==> config.mk <==
export PLATFORM = sky130hd
export DESIGN_NAME = seg_scan_display
export DESIGN_NICKNAME = d
export VERILOG_FILES = /design/src/rtl/seg_scan_display.sv
export SDC_FILE = /design/constraint.sdc
export NUM_CORES = 1
export LEC_CHECK = 0
export BUFFER_PORTS_ARGS = -buffer_cell sky130_fd_sc_hd__buf_2
export CAP_MARGIN = 20
export CORE_MARGIN = 2
export CORE_UTILIZATION = 30
export CTS_CLUSTER_DIAMETER = 30
export DETAILED_ROUTE_END_ITERATION = 10
export SLEW_MARGIN = 20
export SYNTH_ARGS = -nofsm -noshare
export SYNTH_HDL_FRONTEND = slang
export SYNTH_SLANG_ARGS = --single-unit
==> constraint.sdc <==
create_clock -name clk -period 2.6 [get_ports clk]
set_input_delay 0.13 -clock clk [delete_from_list [all_inputs] [get_ports clk]]
set_output_delay 0.13 -clock clk [all_outputs]
set_load 0.005 [all_outputs]
==> src/rtl/seg_scan_display.sv <==
// Multiplexed seven-segment scan driver: double-buffered digit data applied at
// frame boundaries, anti-ghosting dead time, blink, blank and leading-zero blanking.
module seg_scan_display #(
   parameter int DIGITS         = 4,
   parameter int SCAN_DIV       = 50000,
   parameter int DEAD           = 16,
   parameter int BLINK_DIV      = 128,
   parameter bit SEG_ACTIVE_LOW = 1'b1,
   parameter bit DIG_ACTIVE_LOW = 1'b1
) (
   input  logic                  clk,
   input  logic                  rst_n,
   input  logic                  load,
   input  logic [4*DIGITS-1:0]   data_in,
   input  logic [DIGITS-1:0]     dp_in,
   input  logic [DIGITS-1:0]     blank_in,
   input  logic [DIGITS-1:0]     blink_in,
   input  logic                  lz_en,
   output logic                  pending,
   output logic                  frame_start,
   output logic [7:0]            seg_d,
   output logic [DIGITS-1:0]     seg_w
);

   localparam int CW = (SCAN_DIV > 1) ? $clog2(SCAN_DIV) : 1;
   localparam int IW = (DIGITS > 1) ? $clog2(DIGITS) : 1;
   localparam int FW = (BLINK_DIV > 1) ? $clog2(BLINK_DIV) : 1;

   localparam logic [CW-1:0]     CNT_LAST = CW'(SCAN_DIV - 1);
   localparam logic [CW-1:0]     CNT_DEAD = CW'(DEAD);
   localparam logic [IW-1:0]     IDX_LAST = IW'(DIGITS - 1);
   localparam logic [FW-1:0]     FRM_LAST = FW'(BLINK_DIV - 1);
   localparam logic [7:0]        SEG_OFF  = SEG_ACTIVE_LOW ? 8'hFF : 8'h00;
   localparam logic [DIGITS-1:0] DIG_OFF  = DIG_ACTIVE_LOW ? {DIGITS{1'b1}} : {DIGITS{1'b0}};

   function automatic logic [6:0] seg_decode(input logic [3:0] nib);
      logic [6:0] s;
      case (nib)
         4'h0: s = 7'h3F;
         4'h1: s = 7'h06;
         4'h2: s = 7'h5B;
         4'h3: s = 7'h4F;
         4'h4: s = 7'h66;
         4'h5: s = 7'h6D;
         4'h6: s = 7'h7D;
         4'h7: s = 7'h07;
         4'h8: s = 7'h7F;
         4'h9: s = 7'h6F;
         4'hA: s = 7'h77;
         4'hB: s = 7'h7C;
         4'hC: s = 7'h39;
         4'hD: s = 7'h5E;
         4'hE: s = 7'h79;
         default: s = 7'h71;
      endcase
      return s;
   endfunction

   logic [CW-1:0]       cnt_q, cnt_d;
   logic [IW-1:0]       idx_q, idx_d;
   logic [FW-1:0]       frm_q, frm_d;
   logic                bph_q, bph_d;
   logic                pend_q, pend_d;

   logic [4*DIGITS-1:0] stg_data_q, shd_data_q;
   logic [DIGITS-1:0]   stg_dp_q, shd_dp_q;
   logic [DIGITS-1:0]   stg_blank_q, shd_blank_q;
   logic [DIGITS-1:0]   stg_blink_q, shd_blink_q;
   logic                stg_lz_q, shd_lz_q;

   logic [7:0]          seg_q, seg_d_n;
   logic [DIGITS-1:0]   dig_q, dig_d;
   logic                fs_q, fs_d;

   logic                cnt_wrap, frame_bnd;
   logic [DIGITS-1:0]   lz_mask;

   // Scan timing, blink timebase and load/pending handshake
   always_comb begin
      cnt_wrap  = (cnt_q == CNT_LAST);
      frame_bnd = cnt_wrap && (idx_q == IDX_LAST);
      cnt_d     = cnt_wrap ? '0 : cnt_q + 1'b1;
      idx_d     = idx_q;
      if (cnt_wrap) begin
         idx_d = (idx_q == IDX_LAST) ? '0 : idx_q + 1'b1;
      end
      frm_d = frm_q;
      bph_d = bph_q;
      if (frame_bnd) begin
         if (frm_q == FRM_LAST) begin
            frm_d = '0;
            bph_d = ~bph_q;
         end else begin
            frm_d = frm_q + 1'b1;
         end
      end
      pend_d = pend_q;
      if (load) begin
         pend_d = 1'b1;
      end else if (frame_bnd) begin
         pend_d = 1'b0;
      end
   end

   always_ff @(posedge clk or negedge rst_n) begin
      if (!rst_n) begin
         cnt_q  <= '0;
         idx_q  <= '0;
         frm_q  <= '0;
         bph_q  <= 1'b0;
         pend_q <= 1'b0;
      end else begin
         cnt_q  <= cnt_d;
         idx_q  <= idx_d;
         frm_q  <= frm_d;
         bph_q  <= bph_d;
         pend_q <= pend_d;
      end
   end

   // Staging and shadow buffers; shadow copies the pre-edge staged value
   always_ff @(posedge clk or negedge rst_n) begin
      if (!rst_n) begin
         stg_data_q  <= '0;
         stg_dp_q    <= '0;
         stg_blank_q <= '1;
         stg_blink_q <= '0;
         stg_lz_q    <= 1'b0;
         shd_data_q  <= '0;
         shd_dp_q    <= '0;
         shd_blank_q <= '1;
         shd_blink_q <= '0;
         shd_lz_q    <= 1'b0;
      end else begin
         if (load) begin
            stg_data_q  <= data_in;
            stg_dp_q    <= dp_in;
            stg_blank_q <= blank_in;
            stg_blink_q <= blink_in;
            stg_lz_q    <= lz_en;
         end
         if (frame_bnd && pend_q) begin
            shd_data_q  <= stg_data_q;
            shd_dp_q    <= stg_dp_q;
            shd_blank_q <= stg_blank_q;
            shd_blink_q <= stg_blink_q;
            shd_lz_q    <= stg_lz_q;
         end
      end
   end

   always_comb begin
      logic run;
      lz_mask = '0;
      run     = shd_lz_q;
      for (int k = DIGITS - 1; k >= 1; k--) begin
         if (shd_data_q[4*k +: 4] != 4'h0) begin
            run = 1'b0;
         end
         lz_mask[k] = run;
      end
   end

   // Segment/enable generation for the digit currently being scanned
   always_comb begin
      logic [3:0] nib;
      logic       dp_c, blank_c, blink_c, lz_c, dark, en;
      logic [7:0] seg_raw;
      nib     = 4'h0;
      dp_c    = 1'b0;
      blank_c = 1'b0;
      blink_c = 1'b0;
      lz_c    = 1'b0;
      for (int k = 0; k < DIGITS; k++) begin
         if (idx_q == IW'(k)) begin
            nib     = shd_data_q[4*k +: 4];
            dp_c    = shd_dp_q[k];
            blank_c = shd_blank_q[k];
            blink_c = shd_blink_q[k];
            lz_c    = lz_mask[k];
         end
      end
      // A fully dark digit is also left un-enabled; zero suppression keeps dp, so it stays enabled
      dark    = blank_c | (blink_c & bph_q);
      seg_raw = {dp_c, lz_c ? 7'h00 : seg_decode(nib)};
      en      = ~dark;
      if (dark || (cnt_q < CNT_DEAD)) begin
         seg_raw = 8'h00;
         en      = 1'b0;
      end
      seg_d_n = seg_raw ^ SEG_OFF;
      dig_d   = (en ? (DIGITS'(1) << idx_q) : {DIGITS{1'b0}}) ^ DIG_OFF;
      fs_d    = (idx_q == '0) && (cnt_q == '0);
   end

   always_ff @(posedge clk or negedge rst_n) begin
      if (!rst_n) begin
         seg_q <= SEG_OFF;
         dig_q <= DIG_OFF;
         fs_q  <= 1'b0;
      end else begin
         seg_q <= seg_d_n;
         dig_q <= dig_d;
         fs_q  <= fs_d;
      end
   end

   assign seg_d       = seg_q;
   assign seg_w       = dig_q;
   assign frame_start = fs_q;
   assign pending     = pend_q;

endmodule

==> results of run 1 <==
## how the worst min path moves through the flow
stage                                       to   startpoint  slack [ps]
finish              stg_data_q[15]$_DFFE_PN0P_  data_in[15]          10
global route         stg_data_q[3]$_DFFE_PN0P_   data_in[3]           2
CTS                 stg_data_q[15]$_DFFE_PN0P_  data_in[15]           2
detailed placement         cnt_q[12]$_DFF_PN0_        rst_n         220
global placement           cnt_q[12]$_DFF_PN0_        rst_n         200
floorplan                    bph_q$_DFFE_PN0P_        rst_n        -170
## layout make-up
class | count | area share, %
flip-flops and latches | 98 | 47.3
clock inverters | 5 | 1.96
inverters | 12 | 0.861
clock buffers | 11 | 4.45
repair buffers | 54 | 5.93
multi-input cells | 231 | 35.1
well taps | 184 | 4.40
## sequential cells by signal, indices dropped and copies added, names as in the netlist
signal and cells:
cnt_q 16, shd_data_q 16, stg_data_q 16, seg_d 8, frm_q 7, seg_w 4
shd_blank_q 4, shd_blink_q 4, shd_dp_q 4, stg_blank_q 4, stg_blink_q 4, stg_dp_q 4
idx_q 2, bph_q 1, frame_start 1, pending 1, shd_lz_q 1, stg_lz_q 1
## per-stage QoR
stage,instances,hold WS [ps],power [mW]
floorplan,354,-166,1.67
global placement,577,204,1.74
detailed placement,577,216,1.75
CTS,594,1.77,3.25
global route,595,1.63,3.34
finish,595,14.5,3.21
## critical path, cell delays in order, from the launching register on
cell      delay [ps]
dfrtp_1          400
inv_1            120
ha_2             280
inv_1            100
o21a_1           190
a22oi_1          210
buf_4            180
ha_1             220
inv_1             90
nor3_1           190
a21oi_1           60
o221ai_1         200
## placed cells by master (no fill, tap or decap), types with 2 or more instances in the layout
cell,Yosys,final
a21o_1,5,5
a221oi_1,2,2
nor2_1,21,21
o211ai_1,4,4
o21ai_0,5,5
mux2i_1,2,2
xnor2_1,8,8
nand2b_1,3,3
clkbuf_16,0,9
bufinv_16,0,3
dfstp_2,20,20
clkbuf_1,9,2
ha_1,13,12
nand2_1,27,27
nor2b_1,2,2
mux2_4,10,10
buf_4,1,8
inv_1,12,12
and3_1,3,3
nor3_1,7,7
nand3_1,15,15
o21a_1,3,3
a21oi_1,3,3
xor2_1,10,10
mux2_2,50,50
nand4_1,5,5
a211oi_1,4,4
buf_2,1,44
nand3_2,2,2
and2_1,3,3
o31ai_1,4,4
o221ai_1,2,2
nor4_1,4,4
dfrtp_1,78,78
## layer usage
layer  up-vias  wire, um  track usage, %  part of all wire [%]
li1       1348         -               -                     -
met1      1356      4120            15.8                    49
met2        65      3670            16.7                    44
met3        21       325            2.82                   3.9
met4         0       229            5.88                   2.7
met5         -         0               0                     0
## kinds of logic (layout without fill, tap and decap cells)
kind of cell / count (synthesis) / in the layout / synth area share, %
AO/OA/AOI/OAI: 40 / 40 / 6.59
XOR/XNOR: 18 / 18 / 3.56
adder cells (fa/ha/maj): 13 / 13 / 3.68
buffers and inverters: 25 / 82 / 2.57
flip-flops: 98 / 98 / 56.0
multiplexers: 62 / 62 / 16.6
AND/OR/NAND/NOR: 98 / 98 / 11.0
## where the power goes
part	switching, mW	internal (mW)
clock	0.551	0.939
combinational	0.0541	0.0622
sequential	0.0244	1.58
## repair_timing
| item | CTS | global route |
|---|---|---|
| hold endpoints to repair | 33 | 0 |
| hold buffers | 1 | 0 |
| gates resized for setup | 0 | 1 |
| endpoints found under the setup margin | 0 | 3 |
| buffers inserted | 0 | 1 |
==> out/metrics.yaml, run 1 <==
drt_iter0_drc: 141
rrSetupSlack_ps: 260
clkTransAtPathRegs_ps: 60
place.gp.congestion: 0.886
maxCapViolCount: 0
finish.utilization_pct: 36.1
grt_pass1_wl_mm: 14.3
syn2layout_area_growth_pct: 18.3
hold_path_depth: 2
layout-drive-gt1-share_pct: 37.2
period_share_pct: 90.0
critical_path_required_ps: 2850
synth_area_leaders: "dfrtp_1, mux2_2, dfstp_2, ha_1, mux2_4"
synth_area_leader_cell: "dfrtp_1"
ant_nets: 0
synth_common_cells: "dfrtp_1, mux2_2, nand2_1"
cp.arrival_ps: 2590
root_buffer: "clkbuf_16"
criticalPathCategory: "reg -> reg"
rsz0062_at_grt: "no"
power.density_nw_per_um2: 613
startpoint_type: "flip-flop"
die_x_um: 125
grt_overflow: 0
synth_top_cell_area_share_pct: 44.1
design_area_sq_um: 5230
diodes: 0
final.setup.worst_slack_ps: 261
hold_path_class: "in -> reg"
finalSetupViolCount: 0
drt-total-wl_mm: 8.35
drc: 0
drt-vias-per-instance: 4.69
status: "finished clean"
ys_seq_elements: 98
end_kind: "flip-flop"
fp.coreArea_sq_um: 14500
track_usage_pct: 11.4
h-tree-depth: 3
floorplan.initialDensity_pct: 30.6
fp.dieArea_sq_um: 15700
r2r-end: "seg_d[5]$_DFF_PN1_"
seq_area_frac_synth_pct: 56.0
crit_start: "idx_q[0]$_DFFE_PN0N_"
preCtsSetupSlack_ps: 196
synth.most_common_cell: "dfrtp_1"
slew_violations: 0
ir_drop_mv: 0.343
clock_latency_ps: 340
slew_headroom_pct: 55.2
cts_tree: "done"
hpwl_mm: 6.17
clockBufferDepth: 2
grt_max_degree: 54
synth_flop_cell: "dfrtp_1"
fmax_mhz: 428
synth_area_per_cell_sq_um: 12.5
antenna_found_initial: 0
synth_edf_count: 0
grt_pass1_vias: 2837
worstMarginPinSlew_ps: 672
nets: 451
tns_ps: 0
skew_ps: 7.18
syn_inst: 354
power.leakage_nw: 2.44
hold_violations: 0
clock_sinks: 98
pin_count: 46
first_pass_iters: 4
placed_cell_area_sq_um: 4880
cts_buffers: 9
die_height_um: 125
synth.distinct_cells: 47
r2r_start: "idx_q[0]$_DFFE_PN0N_"
worstRegToRegCells: 11
numPortBuffers: 45
synth_nets: 399
fillers: 1410
crit_fanout: 8
vias: 2790
placementRows: 44
multi_input_area_sq_um: 1840
wl_per_cell_um: 14.0
async_reset_ff_share_pct: 100
min_period_ps: 2340
endpoint: "seg_d[5]$_DFF_PN1_"
ff_latch_area_sq_um: 2480
yosysWarningCount: 0
synth.cell_area_sq_um: 4420
(Power assumes the default switching activity.)
==> run 2: changes to the inputs <==
--- a/config.mk
+++ b/config.mk
@@ -7,4 +7,6 @@
 export LEC_CHECK = 0
+export ABC_AREA = 0
 export BUFFER_PORTS_ARGS = -buffer_cell sky130_fd_sc_hd__buf_2
 export CAP_MARGIN = 20
+export CORE_ASPECT_RATIO = 1.5
 export CORE_MARGIN = 2
==> constraint.sdc (replaced) <==
create_clock -name clk -period 2.6 [get_ports clk]
set_input_delay 0.39 -clock clk [delete_from_list [all_inputs] [get_ports clk]]
set_output_delay 0.39 -clock clk [all_outputs]
set_load 0.005 [all_outputs]
==> run 2 against run 1 <==
Compared with the run above: flip-flop and latch count is the same; via count rose by 1.6%; sequential power barely moved; power decreased by 8.5%; register-to-register slack better by 30 ps; first-iteration DRC count decreased by 16%; combinational power is essentially flat; sequential share of layout area rose by 0.61 points; setup slack improved by 27 ps; clock skew grew 1.7 ps; critical path type unchanged; largest cell class unchanged.
==> out/metrics.yaml, run 2 (synthesis gave the netlist of run 1 again) <==
die_x_um: 103  # -18%
layout_commonest_cell: "dfrtp_1"
slew_violations: 0  # unchanged
grt_max_degree: 52  # -3.7%
design_area_sq_um: 5170  # -1.3%
p_sw_mw: 0.644  # +2.3%
cellInternalPower_mw: 2.29  # -11%
ant_nets: 0  # unchanged
syn2layout_area_growth_pct: 16.8
final_cells: 605  # +1.7%
power.density_nw_per_um2: 568  # -7.3%
drc: 0  # unchanged
fp.dieArea_sq_um: 15800  # +0.13%
postCtsHoldBufs: 0  # -1
fmax_mhz: 433  # +1.2%
grt_overflow: 0  # unchanged
rrSetupSlack_ps: 290  # +30 ps
end_kind: "flip-flop"
clkTransAtPathRegs_ps: 70  # about the same
grt_pass1_vias: 3036  # +7.0%
switching_share_pct: 22.0  # +2.3 points
pin_count: 46  # unchanged
placementRows: 54  # +23%
gr-usage-met3_pct: 2.48  # -0.35 points
pwr-share-seq_pct: 54.6  # +4.7 points
numPortBuffers: 45  # unchanged
wl_per_cell_um: 14.2  # +1.1%
ir_drop_mv: 0.272  # -21%
place.gp.congestion: 0.884  # -0.27%
gr-usage-met2_pct: 19.2  # +2.5 points
power.share.clock_pct: 41.5  # -5.0 points
worstMarginPinSlew_ps: 681  # +9.24 ps
tns_ps: 0  # unchanged
finish.utilization_pct: 35.7  # -0.41 points
hold_path_class: "in -> async"
status: "finished clean"
clock_sinks: 98  # unchanged
floorplan.initialDensity_pct: 30.6  # +0.042 points
grt_pass1_wl_mm: 14.9  # +4.0%
rsz0062_at_grt: "no"
hold_violations: 0  # unchanged
fin_hold_ws_ps: 82.5  # +68.0 ps
cts_tree: "done"
fp.coreArea_sq_um: 14500  # -0.14%
final.setup.worst_slack_ps: 288  # +27.2 ps
crit_fanout: 13  # +5
nets: 449  # -0.44%
post-place-cells: 587  # +1.7%
drt-total-wl_mm: 8.58  # +2.8%
placed_cell_area_sq_um: 4880  # unchanged
slew_headroom_pct: 54.6  # -0.62 points
root_buffer: "clkbuf_16"
h-tree-depth: 3  # unchanged
critical_path_required_ps: 2850  # about the same
ff_latch_area_sq_um: 2480  # unchanged
diodes: 0  # unchanged
vias: 2835  # +1.6%
skew_ps: 8.83  # +1.65 ps
mostFrequentLayoutCells: "dfrtp_1, mux2_2, buf_2, nand2_1, nor2_1"
maxCapViolCount: 0  # unchanged
worstRegToRegCells: 12  # +1
grt-busiest-layer: "met2"
power_mw: 2.93  # -8.5%
clock_latency_ps: 340  # about the same
layout-drive-gt1-share_pct: 37.2  # -0.062 points
track_usage_pct: 12.0  # +0.57 points
pwr-share-comb_pct: 3.9  # +0.3 points
hpwl_mm: 6.23  # +1.0%
preCtsSetupSlack_ps: 218  # +21.5 ps
criticalPathCategory: "reg -> reg"
top_regs: "cnt_q (16), shd_data_q (16), stg_data_q (16)"
period_share_pct: 88.9  # -1.0 points
cts_buffers: 9  # unchanged
power.leakage_nw: 2.40  # -1.6%
startpoint_type: "flip-flop"
first_pass_iters: 4  # unchanged
finalSetupViolCount: 0  # unchanged
drt-vias-per-instance: 4.69  # about the same
die_height_um: 153  # +22%
clockBufferDepth: 2  # unchanged
drt_iter0_drc: 119  # -16%
multi_input_area_sq_um: 1840  # unchanged
grt_use_met1_pct: 15.4  # -0.37 points
min_period_ps: 2310  # -27.2 ps
antenna_found_initial: 0  # unchanged
cp.arrival_ps: 2570  # -20 ps
fillers: 1448  # +2.7%
==> run 2: cell types whose count changed in the layout (fill, tap and decap cells not counted), sizes merged <==
cell / before / now
inv: 12 / 13
buf: 53 / 52
bufinv: 3 / 0
dlygate4sd3: 1 / 0
clkinv: 1 / 3
==> run 2: cell type report <==
cell class	instances	share of cell area, %
clock buffers	11	4.50
clock inverters	5	0.751
inverters	12	0.872
multi-input cells	231	35.5
flip-flops and latches	98	47.9
well taps	196	4.75
repair buffers	52	5.67
==> run 2: power groups by stage <==
stage / Combinational, mW / Clock (mW) / Sequential, mW
2_1_floorplan: 0.0551 / 0 / 1.62
3_3_place_gp: 0.115 / 0 / 1.63
3_5_place_dp: 0.119 / 0 / 1.63
4_1_cts: 0.120 / 1.26 / 1.60
5_1_grt: 0.132 / 1.32 / 1.61
6_report: 0.115 / 1.22 / 1.60
==> run 2: timing repair <==
| item | in CTS | in global routing |
|---|---|---|
| hold endpoints to repair | 0 | 0 |
| buffers inserted | 0 | 2 |
| endpoints found under the setup margin | 0 | 2 |
| gates resized for setup | 0 | 1 |
==> run 2: final timing paths <==
| path | to | startpoint |
|---|---|---|
| worst max-delay path | seg_d[5]$_DFF_PN1_ | idx_q[1]$_DFFE_PN0N_ |
| worst min register to register | frm_q[6]$_DFFE_PN0P_ | frm_q[6]$_DFFE_PN0P_ |
| max in group asynchronous | seg_w[3]$_DFF_PN1_ | rst_n |
| worst max register to register | seg_d[5]$_DFF_PN1_ | idx_q[1]$_DFFE_PN0N_ |
| worst min-delay path | stg_data_q[10]$_DFFE_PN0P_ | rst_n |
| min in group clk | stg_data_q[10]$_DFFE_PN0P_ | data_in[10] |
==> run 2: worst max-delay path, cell delays in order (launching register included) <==
cell	delay [ps]
dfrtp_1	400
inv_1	100
ha_1	390
nand2_1	100
o211ai_1	120
o211ai_1	120
buf_4	170
inv_1	90
ha_1	230
inv_1	70
nor3_1	190
a21oi_1	70
o221ai_1	180
==> run 2: layer usage <==
layer | part of all wire [%] | routed length (um)
met5 | 0 | 0
met4 | 2.3 | 197
met3 | 3.6 | 308
met2 | 50 | 4300
met1 | 44 | 3770
